## src/rtl/dco_square_gen.sv

```systemverilog
// Digitally controlled square-wave oscillator for the DPLL loop.
// lead/lag pulses stretch or shrink the next output period by whole clk_50K cycles.
module dco_square_gen #(
    parameter int DIV_NOM = 8,
    parameter int CNT_W   = 8,
    parameter int ADJ_MAX = 2
) (
    input  logic             clk_50K,
    input  logic             rst,
    input  logic             enable,
    input  logic             lead,
    input  logic             lag,
    output logic             signal_out,
    output logic             edge_pulse,
    output logic [CNT_W-1:0] period_cnt
);

    localparam int ADJ_W = $clog2(ADJ_MAX + 1) + 1;
    localparam logic signed [ADJ_W:0] SUM_HI = (ADJ_W + 1)'(ADJ_MAX);
    localparam logic signed [ADJ_W:0] SUM_LO = (ADJ_W + 1)'(-ADJ_MAX);
    localparam logic [CNT_W-1:0] NOM = CNT_W'(DIV_NOM);

    if ((DIV_NOM - ADJ_MAX < 2) || (DIV_NOM + ADJ_MAX > (1 << CNT_W) - 1)) begin : g_bad_params
        $error("dco_square_gen: DIV_NOM/ADJ_MAX/CNT_W give an unreachable period");
    end

    typedef enum logic {S_IDLE, S_RUN} state_t;

    state_t                   r_state;
    logic [CNT_W-1:0]         r_cnt;
    logic [CNT_W-1:0]         r_period;
    logic signed [ADJ_W-1:0]  r_adj;
    logic                     r_sig;
    logic                     r_edge;

    logic signed [ADJ_W:0]    w_sum;
    logic signed [ADJ_W-1:0]  w_adj_eff;
    logic [CNT_W-1:0]         w_period_nxt;
    logic [CNT_W-1:0]         w_cnt_inc;
    logic                     w_wrap;

    // Pending adjustment including this cycle's pulse, clipped to +/-ADJ_MAX.
    always_comb begin
        w_sum = {r_adj[ADJ_W-1], r_adj};
        if (lead && !lag) begin
            w_sum = w_sum + (ADJ_W + 1)'(1);
        end else if (lag && !lead) begin
            w_sum = w_sum - (ADJ_W + 1)'(1);
        end
        if (w_sum > SUM_HI) begin
            w_sum = SUM_HI;
        end else if (w_sum < SUM_LO) begin
            w_sum = SUM_LO;
        end
        w_adj_eff = w_sum[ADJ_W-1:0];
    end

    assign w_period_nxt = NOM + {{(CNT_W - ADJ_W){w_adj_eff[ADJ_W-1]}}, w_adj_eff};
    assign w_cnt_inc    = r_cnt + CNT_W'(1);
    assign w_wrap       = (r_cnt == r_period - CNT_W'(1));

    always_ff @(posedge clk_50K or posedge rst) begin
        if (rst) begin
            r_state  <= S_IDLE;
            r_cnt    <= '0;
            r_period <= NOM;
            r_adj    <= '0;
            r_sig    <= 1'b0;
            r_edge   <= 1'b0;
        end else begin
            case (r_state)
                S_IDLE: begin
                    r_cnt    <= '0;
                    r_adj    <= '0;
                    r_period <= NOM;
                    r_sig    <= enable;
                    r_edge   <= enable;
                    if (enable) begin
                        r_state <= S_RUN;
                    end
                end
                S_RUN: begin
                    if (!w_wrap) begin
                        r_cnt  <= w_cnt_inc;
                        r_adj  <= w_adj_eff;
                        r_sig  <= (w_cnt_inc < (r_period >> 1));
                        r_edge <= 1'b0;
                    end else if (enable) begin
                        r_cnt    <= '0;
                        r_period <= w_period_nxt;
                        r_adj    <= '0;
                        r_sig    <= 1'b1;
                        r_edge   <= 1'b1;
                    end else begin
                        // Disable only takes effect once the running period is complete.
                        r_state  <= S_IDLE;
                        r_cnt    <= '0;
                        r_period <= NOM;
                        r_adj    <= '0;
                        r_sig    <= 1'b0;
                        r_edge   <= 1'b0;
                    end
                end
                default: begin
                    r_state <= S_IDLE;
                end
            endcase
        end
    end

    assign signal_out = r_sig;
    assign edge_pulse = r_edge;
    assign period_cnt = r_cnt;

endmodule
```

## config.mk

```make
export PLATFORM = sky130hd
export DESIGN_NAME = dco_square_gen
export DESIGN_NICKNAME = d
export VERILOG_FILES = /design/src/rtl/dco_square_gen.sv
export SDC_FILE = /design/constraint.sdc
export NUM_CORES = 1
export LEC_CHECK = 0
export ABC_AREA = 1
export CELL_PAD_IN_SITES_DETAIL_PLACEMENT = 1
export CELL_PAD_IN_SITES_GLOBAL_PLACEMENT = 1
export CORE_MARGIN = 1
export CORE_UTILIZATION = 40
export CTS_CLUSTER_DIAMETER = 200
export DETAILED_ROUTE_END_ITERATION = 8
export GPL_TIMING_DRIVEN = 1
export PLACE_DENSITY_LB_ADDON = 0.1
export SYNTH_ARGS = -nofsm -noshare
export SYNTH_HDL_FRONTEND = slang
export SYNTH_SLANG_ARGS = --single-unit
```

## constraint.sdc

```tcl
create_clock -name clk_50K -period 2.5 [get_ports clk_50K]
set_clock_uncertainty 0.05 [all_clocks]
set_input_delay 0.75 -clock clk_50K [delete_from_list [all_inputs] [get_ports clk_50K]]
set_output_delay 0.75 -clock clk_50K [all_outputs]
set_load 0.02 [all_outputs]
```

==> results of run 1 <==
[worst max-delay path by stage]
stage | from | to | slack [ps] | cells after the start
finish | period_cnt[0] | period_cnt[0] | 260 | 1
global route | r_period[3] | r_period[2] | 120 | 12
CTS | period_cnt[0] | period_cnt[0] | 250 | 1
detailed placement | lead | r_adj[0] | 140 | 10
global placement | lag | r_period[0] | 260 | 10
floorplan | r_period[3] | period_cnt[0] | 700 | 11
[worst reg2reg max path, cell delays in order (launching register included)]
cell     delay (ps)
dfstp_2         560
inv_1            80
ha_1            310
inv_1            40
nand2_1          50
nand2_1          80
nor2_1          140
nand2_1          90
nor2_2          100
nand3_2         120
nand2_4         260
nand2_1         120
o21a_1          120
[cell type report]
class,instances,share of cell area (%)
Sequential cell,18,30.1
Inverter,32,8.01
Tap cell,44,3.67
Multi-Input combinational cell,127,46.6
Clock buffer,4,1.75
Timing Repair Buffer,15,9.84
[cell families after synthesis]
logic type | Yosys count
xor gates and xnor gates | 3
adders and majority gates | 7
AOI/OAI and AO/OA | 16
DFF | 18
buffers and inverters | 33
and+or+nand+nor | 101
[power by group through the flow]
stage | combinational (uW) | clock (uW) | sequential (uW)
floorplan | 899 | 0 | 597
global placement | 1230 | 0 | 554
finish | 1290 | 157 | 553
global route | 1470 | 169 | 572
detailed placement | 1290 | 0 | 558
CTS | 1300 | 164 | 554
[routing by layer]
metal / up-vias / routed length (um) / GRT usage [%]
met1: 583 / 1390 / 24.5
met2: 18 / 1710 / 38.3
li1: 591 / - / -
met5: - / 0 / 0
met4: 0 / 63 / 8.50
met3: 7 / 70 / 1.98
[per-stage QoR]
stage	hold slack (ps)	total power, uW
2_1_floorplan	486	1500
3_3_place_gp	505	1780
3_5_place_dp	516	1850
4_1_cts	536	2020
5_1_grt	558	2210
6_report	533	2000
[flip-flops by register name, indices dropped and copies added (netlist names)]
register / count
period_cnt: 8
r_period: 4
r_adj: 3
edge_pulse: 1
r_state: 1
signal_out: 1
[cell usage after synthesis]
| cell type | number | area, sq um |
|---|---|---|
| a21oi_1 | 4 | 20.0 |
| xor2_1 | 3 | 26.3 |
| nand2_2 | 2 | 12.5 |
| dfstp_2 | 1 | 26.3 |
| inv_1 | 27 | 101 |
| nand2_4 | 1 | 11.3 |
| o21ai_0 | 1 | 5.00 |
| o211ai_1 | 1 | 7.51 |
| inv_2 | 5 | 18.8 |
| ha_1 | 7 | 87.6 |
| nor2_1 | 10 | 37.5 |
| nand3_2 | 1 | 10.0 |
| nand4_1 | 4 | 25.0 |
| nand2_1 | 54 | 203 |
| nor3_1 | 1 | 5.00 |
| o21a_1 | 1 | 7.51 |
| o21ai_1 | 2 | 10.0 |
| a21boi_0 | 1 | 7.51 |
| buf_12 | 1 | 20.0 |
| nand3b_1 | 2 | 15.0 |
| nand3_1 | 13 | 65.1 |
| nor3b_1 | 1 | 7.51 |
| o21ai_2 | 2 | 17.5 |
| nor3_2 | 1 | 10.0 |
| dfrtp_1 | 17 | 425 |
| a21oi_2 | 4 | 35.0 |
| nor2_4 | 1 | 11.3 |
| nor2_2 | 10 | 62.6 |
[cells in the final DEF, fill, tap and decap left out, drive strengths merged]
cell and count:
clkdlybuf4s50 14, nor2 21, o21ai 5, o211ai 1, a21boi 1, nand3 14, nor3 2, nand4 4
xor2 3, nor3b 1, nand3b 2, clkbuf 4, buf 1, ha 7, dfrtp 17, a21oi 8
o21a 1, inv 32, nand2 57, dfstp 1
==> out/results.tsv, run 1 <==
metric	value	unit
worst_pin_slew	304	ps
synth_nets	190	
multi_input_area	699	sq um
synth_top_family_by_area	simple AND/OR/NAND/NOR gates	
slowest_stage	clkdlybuf4s50_1	
final_nets	209	
grt_overflow	0	
ir_drop	581	uV
synthSimpleGateAreaFrac	36.8	%
path_delay_family	buffers and inverters	
max_stage_delay	650	ps
final.setup.tns	0	ps
synthAdderAreaFrac	6.78	%
relSlewSlack	79.7	%
numPortBuffers	14	
path_class	reg2out	
p_sw	1030	uW
maxCapViolations	0	
fp.dieH	58.8	um
drt-initial-drc-count	61	
gp_congestion	0.857	
cts_hold_repair.buffers	0	
clk_pin_slew	110	ps
clkLatencyLatePin	300	ps
cts_resized	0	
slew_viol_final	0	
grt_pass1_wl	5390	um
grt_pass1_vias	1251	
swShare	51.4	%
required	1700	ps
hold_viol	0	
die_w	58.8	um
combPwrFrac	64.4	%
postPlaceCellArea	0.00147	sq mm
first_pass_iters	4	
cts_sinks	18	
row_count	20	
synth_warnings	0	
drc	0	
grt_max_degree	19	
dp_cells	236	
wl_per_cell	13.5	um
period_share	89.5	%
powerDensity	1330	mW/mm^2
yosysUniqueCellTypes	28	
p_seq_share	27.7	%
fmaxAchievable	0.447	GHz
synth_cells	178	
fin_util	49.1	%
ant_nets	0	
via_per_inst	5.00	
dp_hpwl	2610	um
status	complete, no violations	
crit_path_start_kind	flip-flop	
hp-start	period_cnt[0]	
antenna_found_initial	0	
synth-compound-area-share	8.53	%
holdPathStages	1	
cp.arrival	1440	ps
yosysSeqAreaShare	35.0	%
numCtsBuffers	3	
core	0.00305	sq mm
ioPinCount	15	
final_cells	240	
reg2reg_depth	12	
initial_core_util	42.3	%
antennaDiodeCount	0	
reg2reg_to	r_period[2]	
cts_setup_buffers	0	
dieArea	0.00346	sq mm
post-route-cell-area	0.00150	sq mm
h-tree-depth	1	
drive_gt1_share	16.3	%
fin_ws	262	ps
worst_setup_path_end_kind	primary output	
post-place-ws	136	ps
clockBufferDepth	2	
syn2layout_area_growth	16.2	%
ys_ff_latch	18	
cts_tree	yes	
synth_mux_area_share	0	%
fin_crit	2240	ps
ff_latch_area	452	sq um
hold_path.class	reg2reg	
crit_path_cell_trace	clkdlybuf4s50_1	
total_leakage_power	0.000757	uW
track_usage	20.8	%
routed-via-count	1199	
path_buf_inv	1	
cts_root_buffer	clkbuf_4	
rsz0062_at_grt	no	
hold_path_end	period_cnt[0]	
critPathMaxFanout	6	
r2r_start	r_period[3]	
setup_viol	0	
wl	3240	um
clkPwrFrac	7.9	%
synth.avg_cell_area	7.25	sq um
synth-xor-area-share	2.03	%
fill_cells	394	
internal-power	971	uW
syn_area	0.00129	sq mm
rrSetupSlack	280	ps
No activity file was read; power rests on OpenSTA's default activity.
==> run 2, diff against run 1 <==
--- a/config.mk
+++ b/config.mk
@@ -8,7 +8,7 @@
 export ABC_AREA = 1
 export CELL_PAD_IN_SITES_DETAIL_PLACEMENT = 1
 export CELL_PAD_IN_SITES_GLOBAL_PLACEMENT = 1
-export CORE_MARGIN = 1
+export CORE_MARGIN = 3
 export CORE_UTILIZATION = 40
 export CTS_CLUSTER_DIAMETER = 200
 export DETAILED_ROUTE_END_ITERATION = 8
@@ -17,3 +17,4 @@
 export SYNTH_ARGS = -nofsm -noshare
 export SYNTH_HDL_FRONTEND = slang
 export SYNTH_SLANG_ARGS = --single-unit
+export TNS_END_PERCENT = 30
==> run 2 against run 1 <==
  * Register-to-register slack better by 60 ps
  * Critical endpoint unchanged
  * Global-route usage shrank 3.0 points
  * Critical path type unchanged
  * Wire length shrank 3.5%
  * Design area increased by 0.50%
  * Die area grew 14%
  * Combinational power is essentially flat
  * Final cell count shrank 0.83%
==> out/results.tsv, run 2 (synthesis gave the netlist of run 1 again) <==
metric	value	unit
cts_root_buffer	clkbuf_4	
cts_resized	0	
cts_tree	yes	
worst_setup_path_end_kind	primary output	
row_count	19	
top_usage_layer	met2	
relSlewSlack	77.2	%
critPathMaxFanout	6	
period_share	88.7	%
h-tree-depth	1	
clkPwrFrac	9.3	%
required	1700	ps
ant_nets	0	
swShare	50.3	%
fin_ws	281	ps
drt-initial-drc-count	28	
maxCapViolations	0	
powerDensity	1330	mW/mm^2
grt_overflow	0	
fp.dieH	62.8	um
combPwrFrac	63.2	%
hold_path.class	reg2reg	
drc	0	
routed-via-count	1152	
ioPinCount	15	
path_delay_family	buffers and inverters	
max_stage_delay	650	ps
post-place-ws	164	ps
first_pass_iters	4	
layout_common_cells	nand2_1, inv_1, dfrtp_1	
internal-power	995	uW
slowest_stage	clkdlybuf4s50_1	
slew_viol_final	0	
path_class	reg2out	
die_w	62.8	um
cts_sinks	18	
grtUsageMet3	2.52	%
largest_register_ffs	8	
reg2reg_depth	11	
drive_gt1_share	16.8	%
final.setup.tns	0	ps
layout_commonest_cell	nand2_1	
antennaDiodeCount	0	
final_nets	209	
use_met2	32.1	%
fin_crit	2220	ps
grt_pass1_vias	1319	
fmaxAchievable	0.451	GHz
cts_hold_repair.buffers	0	
clkLatencyLatePin	300	ps
status	complete, no violations	
numPortBuffers	14	
rsz0062_at_grt	no	
crit_path_start_kind	flip-flop	
clk_pin_slew	110	ps
setup_viol	0	
antenna_found_initial	0	
grt_max_degree	19	
wl	3120	um
core	0.00292	sq mm
holdPathStages	1	
cp.arrival	1420	ps
p_sw	1010	uW
p_seq_share	27.5	%
initial_core_util	44.2	%
path_buf_inv	1	
crit_path_cell_trace	clkdlybuf4s50_1	
gp_congestion	0.847	
dieArea	0.00395	sq mm
track_usage	17.8	%
worst_pin_slew	341	ps
clockBufferDepth	2	
numCtsBuffers	3	
ir_drop	719	uV
dp_hpwl	2530	um
via_per_inst	4.84	
hold_viol	0	
met1_usage	22.2	%
path_depth	1	
total_leakage_power	0.000763	uW
grt_pass1_wl	5770	um
wl_per_cell	13.1	um
cts_setup_buffers	0	
hold-worst-slack	523	ps
syn2layout_area_growth	16.8	%
[run 2: cell counts in the layout (fill, tap and decap cells not counted)]
No cell type changed its count.
[run 2: final timing paths]
check                         startpoint             to  slack, ps
min reg2reg                period_cnt[0]  period_cnt[0]        520
min in group asynchronous            rst     signal_out        710
max                        period_cnt[0]  period_cnt[0]        280
max in group asynchronous            rst    r_period[3]       1430
min                        period_cnt[0]  period_cnt[0]        520
max reg2reg                  r_period[2]    r_period[2]        340
[run 2: layout make-up]
cell class | count | area (sq um)
tap | 42 | 52.6
sequential | 18 | 452
fill | 399 | 1420
clock buffer | 4 | 36.3
multi-input combinational | 127 | 699
timing repair buffer | 15 | 148
inverter | 32 | 120
[run 2: worst register-to-register path, cell delays in order (launching register included)]
cell     delay, ps
dfrtp_1        480
nor3_1         240
ha_1           270
nand2_1         80
nand2_1         80
nor2_1         110
nand2_1         70
nor2_2         100
nand3_2        120
nand2_4        240
nand2_1        120
o21a_1         120
[run 2: power groups by stage]
stage	Combinational, uW	Sequential [uW]	Clock (uW)
floorplan	899	597	0
global placement	1220	551	0
detailed placement	1270	559	0
CTS	1290	553	192
global route	1460	578	206
finish	1260	550	187
[run 2: per-stage QoR]
step / cells / power (uW) / cell area, sq um / utilization (%)
after CTS: 238 / 2030 / 1510 / 51.6
after floorplan: 178 / 1500 / 1290 / -
after global placement: 234 / 1770 / 1470 / 50.3
final: 238 / 2000 / 1510 / 51.6
after global routing: 238 / 2240 / 1510 / 51.6
after detailed placement: 234 / 1830 / 1470 / 50.3
[run 2: per-layer routing]
layer | share of wire [%] | wire, um | up-vias
met5 | 0 | 0 | -
met4 | 0.67 | 21 | 0
met3 | 2.0 | 64 | 2
met2 | 50 | 1570 | 12
met1 | 47 | 1470 | 547
li1 | - | - | 591
